==> src/rtl/virtual_time_if.sv <==
// Handshake/data bundle for the virtual_time WFQ update block.
// master: the requester that supplies operands; slave: virtual_time itself.
interface virtual_time_if;
    logic        start;
    logic [15:0] delta_t;
    logic [15:0] sum_weight;
    logic [15:0] ovtime;
    logic        busy;
    logic        done;

    modport master (
        output start, delta_t, sum_weight,
        input  ovtime, busy, done
    );

    modport slave (
        input  start, delta_t, sum_weight,
        output ovtime, busy, done
    );
endinterface

==> src/rtl/virtual_time.sv <==
// WFQ virtual-time accumulator: V += delta_t / sum_weight, using a radix-2
// restoring divider that produces one quotient bit per clock.
// Optional macro VTIME_FRAC_EN: 48-iteration divide producing a Q32.16
// increment, with a 16-bit fraction accumulator whose carry bumps ovtime.
// Default build: 32 iterations, integer increment, fraction discarded.
module virtual_time (
    input  logic          clk,
    input  logic          rst,
    virtual_time_if.slave bus
);

`ifdef VTIME_FRAC_EN
    localparam int unsigned QW = 48;
`else
    localparam int unsigned QW = 32;
`endif
    localparam logic [5:0] LAST = 6'(QW);

    typedef enum logic {IDLE, DIV} state_t;

    state_t          state, state_nxt;
    logic [5:0]      cnt;
    // Dividend bits shift out of the top while quotient bits shift in below.
    logic [QW-1:0]   dq;
    logic [15:0]     divisor;
    logic [15:0]     rem;
    logic [15:0]     rem_nxt;
    logic [16:0]     trial;
    logic [16:0]     diff;
    logic            q_bit;
    logic [15:0]     inc;
    logic            carry;
    logic [15:0]     ovtime_r;
    logic            done_r;
`ifdef VTIME_FRAC_EN
    logic [15:0]     frac_acc;
    logic [15:0]     frac_inc;
    logic [16:0]     frac_sum;
`endif

    // State register
    always_ff @(posedge clk or negedge rst) begin
        if (!rst) state <= IDLE;
        else      state <= state_nxt;
    end

    // Next state: accept start only when idle, leave DIV after the final iteration
    always_comb begin
        state_nxt = state;
        case (state)
            IDLE:    if (bus.start) state_nxt = DIV;
            DIV:     if (cnt == LAST) state_nxt = IDLE;
            default: state_nxt = IDLE;
        endcase
    end

    // One restoring-division step on the partial remainder
    always_comb begin
        trial   = {rem, dq[QW-1]};
        diff    = trial - {1'b0, divisor};
        q_bit   = (trial >= {1'b0, divisor});
        rem_nxt = q_bit ? diff[15:0] : trial[15:0];
    end

    // Saturated increment from the finished quotient; zero divisor adds nothing
    always_comb begin
        inc   = '0;
        carry = 1'b0;
`ifdef VTIME_FRAC_EN
        frac_inc = '0;
        if (divisor == '0) begin
            inc      = '0;
            frac_inc = '0;
        end else if (|dq[47:32]) begin
            inc      = '1;
            frac_inc = '1;
        end else begin
            inc      = dq[31:16];
            frac_inc = dq[15:0];
        end
        frac_sum = {1'b0, frac_acc} + {1'b0, frac_inc};
        carry    = frac_sum[16];
`else
        if (divisor == '0)    inc = '0;
        else if (|dq[31:16])  inc = '1;
        else                  inc = dq[15:0];
`endif
    end

    // Datapath: operand capture, iteration, and the accumulate/done edge
    always_ff @(posedge clk or negedge rst) begin
        if (!rst) begin
            cnt      <= '0;
            dq       <= '0;
            divisor  <= '0;
            rem      <= '0;
            ovtime_r <= '0;
            done_r   <= 1'b0;
`ifdef VTIME_FRAC_EN
            frac_acc <= '0;
`endif
        end else begin
            done_r <= 1'b0;
            case (state)
                IDLE: begin
                    if (bus.start) begin
                        dq      <= {bus.delta_t, {(QW-16){1'b0}}};
                        divisor <= bus.sum_weight;
                        rem     <= '0;
                        cnt     <= '0;
                    end
                end
                DIV: begin
                    if (cnt != LAST) begin
                        dq  <= {dq[QW-2:0], q_bit};
                        rem <= rem_nxt;
                        cnt <= cnt + 6'd1;
                    end else begin
                        ovtime_r <= ovtime_r + inc + {15'd0, carry};
                        done_r   <= 1'b1;
`ifdef VTIME_FRAC_EN
                        frac_acc <= frac_sum[15:0];
`endif
                    end
                end
                default: ;
            endcase
        end
    end

    assign bus.ovtime = ovtime_r;
    assign bus.busy   = (state == DIV);
    assign bus.done   = done_r;

endmodule

==> src/flat_wrapper.sv <==
// flat-port wrapper written by rule: the top's interface ports become plain ports
module virtual_time_flat 
  (clk, rst, bus_start, bus_delta_t, bus_sum_weight, bus_ovtime, bus_busy, bus_done);
  virtual_time_if bus_i ();
  input  logic clk;
  input  logic rst;
  input wire logic [$bits(bus_i.start)-1:0] bus_start;
  input wire logic [$bits(bus_i.delta_t)-1:0] bus_delta_t;
  input wire logic [$bits(bus_i.sum_weight)-1:0] bus_sum_weight;
  output wire logic [$bits(bus_i.ovtime)-1:0] bus_ovtime;
  output wire logic [$bits(bus_i.busy)-1:0] bus_busy;
  output wire logic [$bits(bus_i.done)-1:0] bus_done;
  assign bus_i.start = bus_start;
  assign bus_i.delta_t = bus_delta_t;
  assign bus_i.sum_weight = bus_sum_weight;
  assign bus_ovtime = bus_i.ovtime;
  assign bus_busy = bus_i.busy;
  assign bus_done = bus_i.done;
  virtual_time u_core (.clk(clk), .rst(rst), .bus(bus_i));
endmodule
==> config.mk <==
export PLATFORM = sky130hd
export DESIGN_NAME = virtual_time_flat
export DESIGN_NICKNAME = d
export VERILOG_FILES = /design/src/rtl/virtual_time_if.sv /design/src/rtl/virtual_time.sv /design/src/flat_wrapper.sv
export SDC_FILE = /design/constraint.sdc
export NUM_CORES = 1
export LEC_CHECK = 0
export CORE_ASPECT_RATIO = 1.5
export CORE_UTILIZATION = 50
export CTS_CLUSTER_DIAMETER = 200
export CTS_CLUSTER_SIZE = 8
export DETAILED_ROUTE_END_ITERATION = 10
export GPL_ROUTABILITY_DRIVEN = 0
export PLACE_DENSITY = 0.71
export SYNTH_ARGS = -nofsm -noshare
export SYNTH_HDL_FRONTEND = slang
export SYNTH_SLANG_ARGS = --single-unit
==> constraint.sdc <==
create_clock -name clk -period 4.1 [get_ports clk]
set_clock_uncertainty 0.1 [all_clocks]
set_input_delay 0.41 -clock clk [delete_from_list [all_inputs] [get_ports clk]]
set_output_delay 0.41 -clock clk [all_outputs]
set_load 0.05 [all_outputs]
==> results of run 1 <==
-- how the worst max path moves through the flow --
| stage | startpoint | endpoint | slack, ps | cells after the start |
|---|---|---|---|---|
| global route | u_core.divisor[10] | u_core.bus.ovtime[15] | 90 | 12 |
| detailed placement | u_core.divisor[13] | u_core.bus.ovtime[15] | 390 | 12 |
| floorplan | u_core.dq[31] | u_core.bus.ovtime[15] | 990 | 12 |
| global placement | u_core.divisor[10] | u_core.bus.ovtime[15] | 460 | 12 |
| CTS | u_core.divisor[13] | u_core.bus.ovtime[15] | 390 | 12 |
| finish | u_core.divisor[13] | u_core.bus.ovtime[15] | 350 | 12 |
-- cell families after synthesis --
| group | after synthesis | synth area share, % |
|---|---|---|
| xor+xnor | 27 | 4.46 |
| mux | 28 | 5.34 |
| fa+ha+maj | 35 | 8.55 |
| flops | 88 | 41.5 |
| simple gates | 196 | 16.7 |
| compound gates | 164 | 18.7 |
| buf+inv | 58 | 4.63 |
-- sequential cells by signal (all words and copies together), names as in the netlist --
register,count
u_core.dq,32
u_core.bus.ovtime,16
u_core.divisor,16
u_core.rem,16
u_core.cnt,6
u_core.bus.busy,1
u_core.bus.done,1
-- cell usage in the layout (no fill, tap or decap), types with 6 or more instances in the layout --
cell type,synthesis,final
a21o_1,8,8
a21oi_1,28,28
buf_4,3,7
clkbuf_16,0,9
clkdlybuf4s50_1,0,51
dfrtp_1,88,88
ha_1,33,33
inv_1,28,28
mux2i_1,26,26
nand2_1,110,110
nand2b_1,8,8
nand3_1,23,23
nand4_1,7,7
nor2_1,16,16
nor2b_1,7,6
nor4_1,10,10
o21a_1,20,20
o21ai_0,75,75
xnor2_1,12,12
xor2_1,15,15
-- area by class of cell --
class                      instances  area share, %
tap                              141           2.86
timing repair buffer              58           9.13
sequential                        88           35.7
clock buffer                      13           4.06
multi-input combinational        450           46.3
inverter                          28           1.70
clock inverter                     3          0.284
-- critical path: stages (launching register included) --
cell,delay (ps)
dfrtp_1,390
nor4_1,510
nand4_1,340
buf_4,280
o21a_1,110
ha_1,320
or3_1,360
a21o_1,200
o211a_1,150
o311a_1,350
o21a_1,190
o31ai_1,190
o41ai_1,110
-- per-layer routing --
layer  part of all wire (%)  track usage, %  vias up
met5                      0               0        -
met4                    2.1            10.0        0
met3                    3.7            3.86       18
met2                     51            43.1       86
met1                     43            29.6     2110
li1                       -               -     2163
-- per-stage QoR --
stage	instances	hold slack (ps)	util [%]	cell area [sq um]
after floorplan	596	14.4	-	5300
after global placement	765	380	57.9	5900
after detailed placement	765	379	57.9	5900
after CTS	781	41.6	60.5	6170
after global routing	781	79.9	60.5	6170
final	781	25.9	60.5	6170
==> impl_results.md, run 1 <==
- CTS max path bufs: 2
- Post-synth ARST share: 100%
- Worst Path Max Fanout: 12
- CTS buffer count: 9
- Pre-CTS WS: 394 ps
- Reg2reg start: u_core.divisor[13]
- Syn Inst Count: 596
- Final worst slack: 354 ps
- Post-cts gate resize count: 0
- Total GRT Usage: 24.5%
- Overflow after GRT: 0
- Synth Register Bits: 88
- Filler cell count: 906
- Top post-synthesis cells by area: dfrtp_1 42%, ha_1 7.8%, nand2_1 7.8%
- Multi-input gate area: 2860 sq um
- Slew @ Worst Pin: 996 ps
- YS warnings: 0
- Reg2Reg Setup Slack: 350 ps
- Critical Path Sink Type: register
- Synth top cells by count: 110 x nand2_1, 88 x dfrtp_1, 75 x o21ai_0, 33 x ha_1
- Worst reg2reg path endpoint: u_core.bus.ovtime[15]
- Initial core utilization: 52.0%
- RSZ-0062 raised after global routing: false
- Unique masters post-synth: 52
- DIE WIDTH: 86.1 um
- Share of the synthesized area in the top cell type: 41.5%
- Max-slew violation count: 0
- I/O pin total: 53
- Hold Crit Class: in2async
- Via count: 4377
- Post-Syn Area per Cell: 8.89 sq um
- Largest net degree at the start of global routing: 55
- Core box area: 10200 sq um
- WP data arrival: 3830 ps
- Die area: 11000 sq um
- Clk Latency, worst-skew pair: 340 ps
- Root Driver: clkbuf_16
- Vias in the first global route: 4503
- Vias per Instance: 5.60
- Remaining DRCs: 0
- Global-route wire length before repair: 21200 um
- Hpwl dp: 8590 um
- Register area share after synthesis: 41.5%
- Post-Route WL: 12200 um
- Initial DRT Pass Iterations: 4
- Synthesized area: 5300 sq um
- Final Net Count: 705
- Setup-failing EPs final: 0
- Mapped Nets: 666
- Drt initial violations: 178
- Final hold vios: 0
- Synth area leader: dfrtp_1
- Final worst path period share: 91.4%
- DIE HEIGHT: 128 um
- Area delta synth->final: 16.4%
- Status: finished clean
- Buffers on Ports: 52
- Sequential cell area: 2200 sq um
- Initial antenna violation count: 0
- # hold bufs at CTS: 0
- Min Tclk post-route: 3750 ps
- Fmax: 267 MHz
- Row cnt: 45
- Post-Route Setup TNS: 0 ps
- H-tree depth: 3
- Antenna diodes: 0
- Max-cap violations: 0
- CTS Sinks: 88
- Register-to-Register Path Depth: 12
- Main flop type after synthesis: dfrtp_1
- Layout cells sized above 1: 4.22%
- CP Launch Type: register
- Worst path required time: 4190 ps
- Slew Limit Headroom: 33.4%
- Post-synth EDFFs: 0
- TritonCTS clock tree: done
- DR WL/cell: 15.6 um
- Post-CTS Setup Inserts: 0
- Reg clk slew, reported paths: 60 ps
- Most numerous cell in the Yosys netlist: nand2_1
- Critical path type: reg2reg
- ANT nets after route: 0
Power of run 1 is left out: the tool's default activity adds up to more than one toggle a clock period on the data nets, which glitch-free logic cannot reach.
==> run 2, diff against run 1 <==
CORE_UTILIZATION = 55   (was 50)
PLACE_DENSITY = 0.77   (was 0.71)
==> run 2 against run 1 <==
Effect of this change: worst setup slack gained 150 ps; sequential cell count is the same; first-iteration DRC count grew 39%; critical endpoint unchanged; highest routed layer unchanged.
==> impl_results.md, run 2 (same netlist as run 1, synthesis figures left out) <==
- Status: finished clean
- Slowest CP cell: nor4_1
- Die area: 10000 sq um
- DIE HEIGHT: 122 um
- Met2 wire length: 5990 um
- Area delta synth->final: 16.1%
- Post-Route WL: 11800 um
- Via count: 4419
- Vias per Instance: 5.88
- Overflow after GRT: 0
- Largest reg by FF count: u_core.dq
- Post-cts gate resize count: 0
- Post-CTS Setup Inserts: 0
- Register-to-Register Path Depth: 13
- # hold bufs at CTS: 0
- Worst path max stage delay: 550 ps
- Final Net Count: 705
- Fin cells: 752
- Reg2Reg Setup Slack: 510 ps
- Hold Crit Class: in2async
- Min Tclk post-route: 3590 ps
- Wire length on met3: 359 um
- Setup-failing EPs final: 0
- Max-slew violation count: 0
- TritonCTS clock tree: done
- Worst hold margin: 2.88 ps
- Post-Route Setup TNS: 0 ps
- CTS max path bufs: 2
- ANT nets after route: 0
- CP Launch Type: register
- RSZ-0062 raised after global routing: false
- Critical Path Sink Type: register
- Most frequent cells in the layout: 110 x nand2_1, 88 x dfrtp_1, 75 x o21ai_0
- CTS Sinks: 88
- I/O pin total: 53
- Top Layer Used: met4
- Critical path type: reg2reg
- Initial DRT Pass Iterations: 4
- Total GRT Usage: 26.1%
- Global-route wire length before repair: 19800 um
- Root Driver: clkbuf_16
- Buffers on Ports: 52
- Vias in the first global route: 4338
- Max-cap violations: 0
- Fmax: 278 MHz
- Reg clk slew, reported paths: 60 ps
- DIE WIDTH: 82.2 um
- Clk Latency, worst-skew pair: 340 ps
- WP data arrival: 3680 ps
- Antenna diodes: 0
- CTS buffer count: 9
- Hpwl dp: 8590 um
- Largest net degree at the start of global routing: 57
- Final worst path period share: 87.6%
- Max FFs per register: 32
- Core box area: 9310 sq um
- Row cnt: 43
- Cells after DPL: 736
- Slew Limit Headroom: 34.9%
- Worst Path Max Fanout: 16
- Final hold vios: 0
- Cell Chain, Critical Path: nor4_1 > nand4_1 > buf_4 > o21ai_0 > inv_1 > ha_1 > a211oi_1 > o21bai_1 > o211a_1 > o311a_1 > o21a_1 > o31ai_1 > o41ai_1
- Initial core utilization: 56.9%
- M1 wire length: 4890 um
- H-tree depth: 3
- Remaining DRCs: 0
- Drt initial violations: 248
- Initial antenna violation count: 0
- Worst path required time: 4190 ps
- Filler cell count: 766
- DR WL/cell: 15.7 um
- Most common cell after layout, fill and taps aside: nand2_1
- Layout cells sized above 1: 4.38%
- Slew @ Worst Pin: 974 ps
[run 2: through the flow]
| step | setup slack, ps | utilization [%] | area (sq um) |
|---|---|---|---|
| after CTS | 482 | 66.1 | 6150 |
| after floorplan | 986 | - | 5300 |
| after global placement | 610 | 63.0 | 5870 |
| final | 506 | 66.1 | 6150 |
| after detailed placement | 538 | 63.0 | 5870 |
| after global routing | 267 | 66.1 | 6150 |
[run 2: critical path, delay by kind of cell, from the launching register on]
kind                     cells  cell delay, ps
AO/OA/AOI/OAI                8            1620
adder cells (fa/ha/maj)      1             300
buffers and inverters        2             310
flip-flops                   1             370
AND/OR/NAND/NOR              2             740
[run 2: final timing paths]
check | startpoint | end
max | u_core.divisor[10] | u_core.bus.ovtime[15]
min | rst | u_core.bus.ovtime[8]
max reg2reg | u_core.divisor[10] | u_core.bus.ovtime[15]
min reg2reg | u_core.dq[13] | u_core.dq[14]
max in group asynchronous | rst | u_core.dq[6]
min in group clk | u_core.dq[13] | u_core.dq[14]
[run 2: layout make-up]
cell class | count | area, sq um | area share (%)
clock buffers | 11 | 233 | 3.78
clock inverters | 5 | 56.3 | 0.915
inverters | 28 | 105 | 1.71
multi-input cells | 450 | 2860 | 46.4
flip-flops and latches | 88 | 2200 | 35.8
well taps | 112 | 140 | 2.28
repair buffers | 58 | 563 | 9.15
[run 2: per-layer routing]
metal	track usage, %	up-vias
met2	43.2	115
met5	0	-
met3	3.35	39
met4	16.6	0
met1	31.4	2090
li1	-	2175
Power of run 2 is left out for the same reason.
==> run 3, diff against run 2 <==
ABC_AREA = 1   (was unset)
CTS_CLUSTER_DIAMETER = 120   (was 200)
CTS_CLUSTER_SIZE = unset   (was 8)
==> run 3 against run 2 <==
Effect of this change: sequential share of layout area shrank 3.6 points; sequential cell count is the same; synthesized area grew 11%; hold slack gained 19 ps; cell area grew 11%; core utilization shrank 1.3 points; critical path type unchanged; final cell count grew 36%; wire length grew 17%; global-route usage grew 0.65 points; count of clock-buffer cells in the layout grew 1; register-to-register slack gained 690 ps; critical path depth grew 3.
==> impl_results.md, run 3 <==
- Core box area: 10500 sq um
- CTS max path bufs: 2
- Syn Inst Count: 832
- Post-synth ARST share: 100%
- Critical Path Sink Type: register
- Root Driver: clkbuf_16
- RSZ-0062 raised after global routing: false
- Clock group share of total power: 32.2%
- Worst path max stage delay: 380 ps
- TritonCTS clock tree: done
- Global-route wire length before repair: 23500 um
- Remaining DRCs: 0
- Post-cts gate resize count: 0
- Max FFs per register: 32
- Synth top cells by count: 242 x nand2_1, 151 x inv_1, 88 x dfrtp_1, 61 x o21ai_0, 60 x nand3_1
- Main flop type after synthesis: dfrtp_1
- Initial core utilization: 56.0%
- Post-synth EDFFs: 0
- Leak pwr: 3.50 nW
- Largest net degree at the start of global routing: 62
- Setup-failing EPs final: 0
- Final worst path period share: 70.7%
- Slew Limit Headroom: 38.6%
- Mapped Nets: 902
- Internal power: 1.81 mW
- DR WL/cell: 13.4 um
- I/O pin total: 53
- CP top delay family: simple AND/OR/NAND/NOR gates
- Total power: 2.78 mW
- Most frequent cells in the layout: 242 x nand2_1, 151 x inv_1, 88 x dfrtp_1
- Share of the synthesized area in the top cell type: 37.3%
- Antenna diodes: 0
- Overflow after GRT: 0
- Buffers on Ports: 52
- Layout cells sized above 1: 5.22%
- Hpwl dp: 10300 um
- Initial antenna violation count: 0
- DIE HEIGHT: 129 um
- Worst path required time: 4240 ps
- H-tree depth: 3
- Critical path type: reg2reg
- Synth Register Bits: 88
- Row cnt: 46
- Net load switching power: 968 uW
- Status: finished clean
- Logic pwr share: 32.0%
- PwrDens: 407 nW/um^2
- Final core occ: 64.9%
- Fmax: 345 MHz
- # hold bufs at CTS: 0
- Hold Crit Class: in2async
- Worst path bufs/invs: 2
- CTS buffer count: 9
- Worst Path Max Fanout: 15
- Reg power frac: 35.8%
- Vias per Instance: 5.27
- DIE WIDTH: 86.6 um
- Post-Route WL: 13800 um
- Area delta synth->final: 15.8%
- Min Tclk post-route: 2900 ps
- ANT nets after route: 0
- Most common cell on crit path: nand2_1
- Drt initial violations: 260
- Max-slew violation count: 0
- Initial DRT Pass Iterations: 5
- Synth area leader: dfrtp_1
- Synthesized area: 5900 sq um
- Final Net Count: 947
- CTS Sinks: 88
- Reg clk slew, reported paths: 60 ps
- Slew @ Worst Pin: 920 ps
- Post-Route Setup TNS: 0 ps
- Total GRT Usage: 26.8%
- Register area share after synthesis: 37.3%
- Top post-synthesis cells by area: dfrtp_1 37%, nand2_1 15%, inv_1 9.6%
- Via count: 5405
- Post-Syn Area per Cell: 7.09 sq um
- WP data arrival: 3040 ps
- Final hold vios: 0
- Max-cap violations: 0
- Clk Latency, worst-skew pair: 350 ps
- Slowest CP cell: o21ai_0
- CP Launch Type: register
- Sw Ratio: 34.8%
- Most common cell after layout, fill and taps aside: nand2_1
- Cell Chain, Critical Path: inv_1 > nand3_1 > nor2_1 > nand2_1 > o21ai_0 > inv_1 > ha_1 > nand2_1 > a21oi_1 > nand2_1 > nand2_1 > nand2_1 > nand3_1 > nand3_1 > nand2_1 > nand2_1
- Vias in the first global route: 5419
- Post-CTS Setup Inserts: 0
- YS warnings: 0
- Die area: 11200 sq um
- Largest reg by FF count: u_core.dq
- IR drop worst, VDD: 0.241 mV
- Unique masters post-synth: 35
- Most numerous cell in the Yosys netlist: nand2_1
run 3: cell count changes in the layout (fill, tap and decap cells not counted), moves of 20 or more:
cell / delta
inv_1: +123
nand2_1: +132
nand3_1: +37
mux2i_1: -26
nor2_1: +27
o21a_1: -20
run 3: per-stage QoR:
step	cell area, sq um	setup slack, ps	hold WS (ps)	instances
finish	6830	1200	22.3	1026
global route	6830	710	107	1026
detailed placement	6510	1190	397	1010
floorplan	5900	1590	14.4	832
CTS	6830	1170	57.2	1026
global placement	6510	1250	376	1010
run 3: logic make-up (layout without fill, tap and decap cells):
logic type	count (synthesis)	after routing	share of synthesized area (%)
flip-flops	88	88	37.3
adder cells (fa/ha/maj)	35	35	7.68
AO/OA/AOI/OAI	121	121	11.4
XOR/XNOR	11	11	1.63
buffers and inverters	176	226	11.8
AND/OR/NAND/NOR	401	401	30.2
run 3: cell type report:
cell class,instances,area [sq um]
tap,144,180
sequential,88,2200
clock inverter,4,76.3
timing repair buffer,56,548
clock buffer,12,246
multi-input combinational,568,3000
fill,975,3700
inverter,154,578
run 3: layer usage:
| metal | track usage (%) | up-vias | routed length (um) |
|---|---|---|---|
| li1 | - | 2727 | - |
| met1 | 29.5 | 2484 | 5380 |
| met2 | 48.6 | 146 | 7290 |
| met3 | 3.27 | 48 | 563 |
| met4 | 16.0 | 0 | 562 |
| met5 | 0 | - | 0 |
run 3: power by group through the flow:
stage	clock (mW)	sequential (mW)	combinational, mW
global placement	0	1.01	0.857
CTS	0.912	0.994	0.886
floorplan	0	1.05	0.616
detailed placement	0	1.01	0.879
finish	0.897	0.994	0.890
global route	0.947	1.00	0.998
run 3: worst paths after layout:
path / start / end / slack, ps / depth (start not counted)
max: u_core.dq[31] / u_core.bus.ovtime[15] / 1200 / 16
min: rst / u_core.dq[22] / 20 / 1
max reg2reg: u_core.dq[31] / u_core.bus.ovtime[15] / 1200 / 16
min reg2reg: u_core.bus.ovtime[15] / u_core.bus.ovtime[15] / 410 / 2
max in group asynchronous: rst / u_core.dq[0] / 2990 / 2
min in group clk: u_core.bus.ovtime[15] / u_core.bus.ovtime[15] / 410 / 2
(Power assumes the default switching activity.)
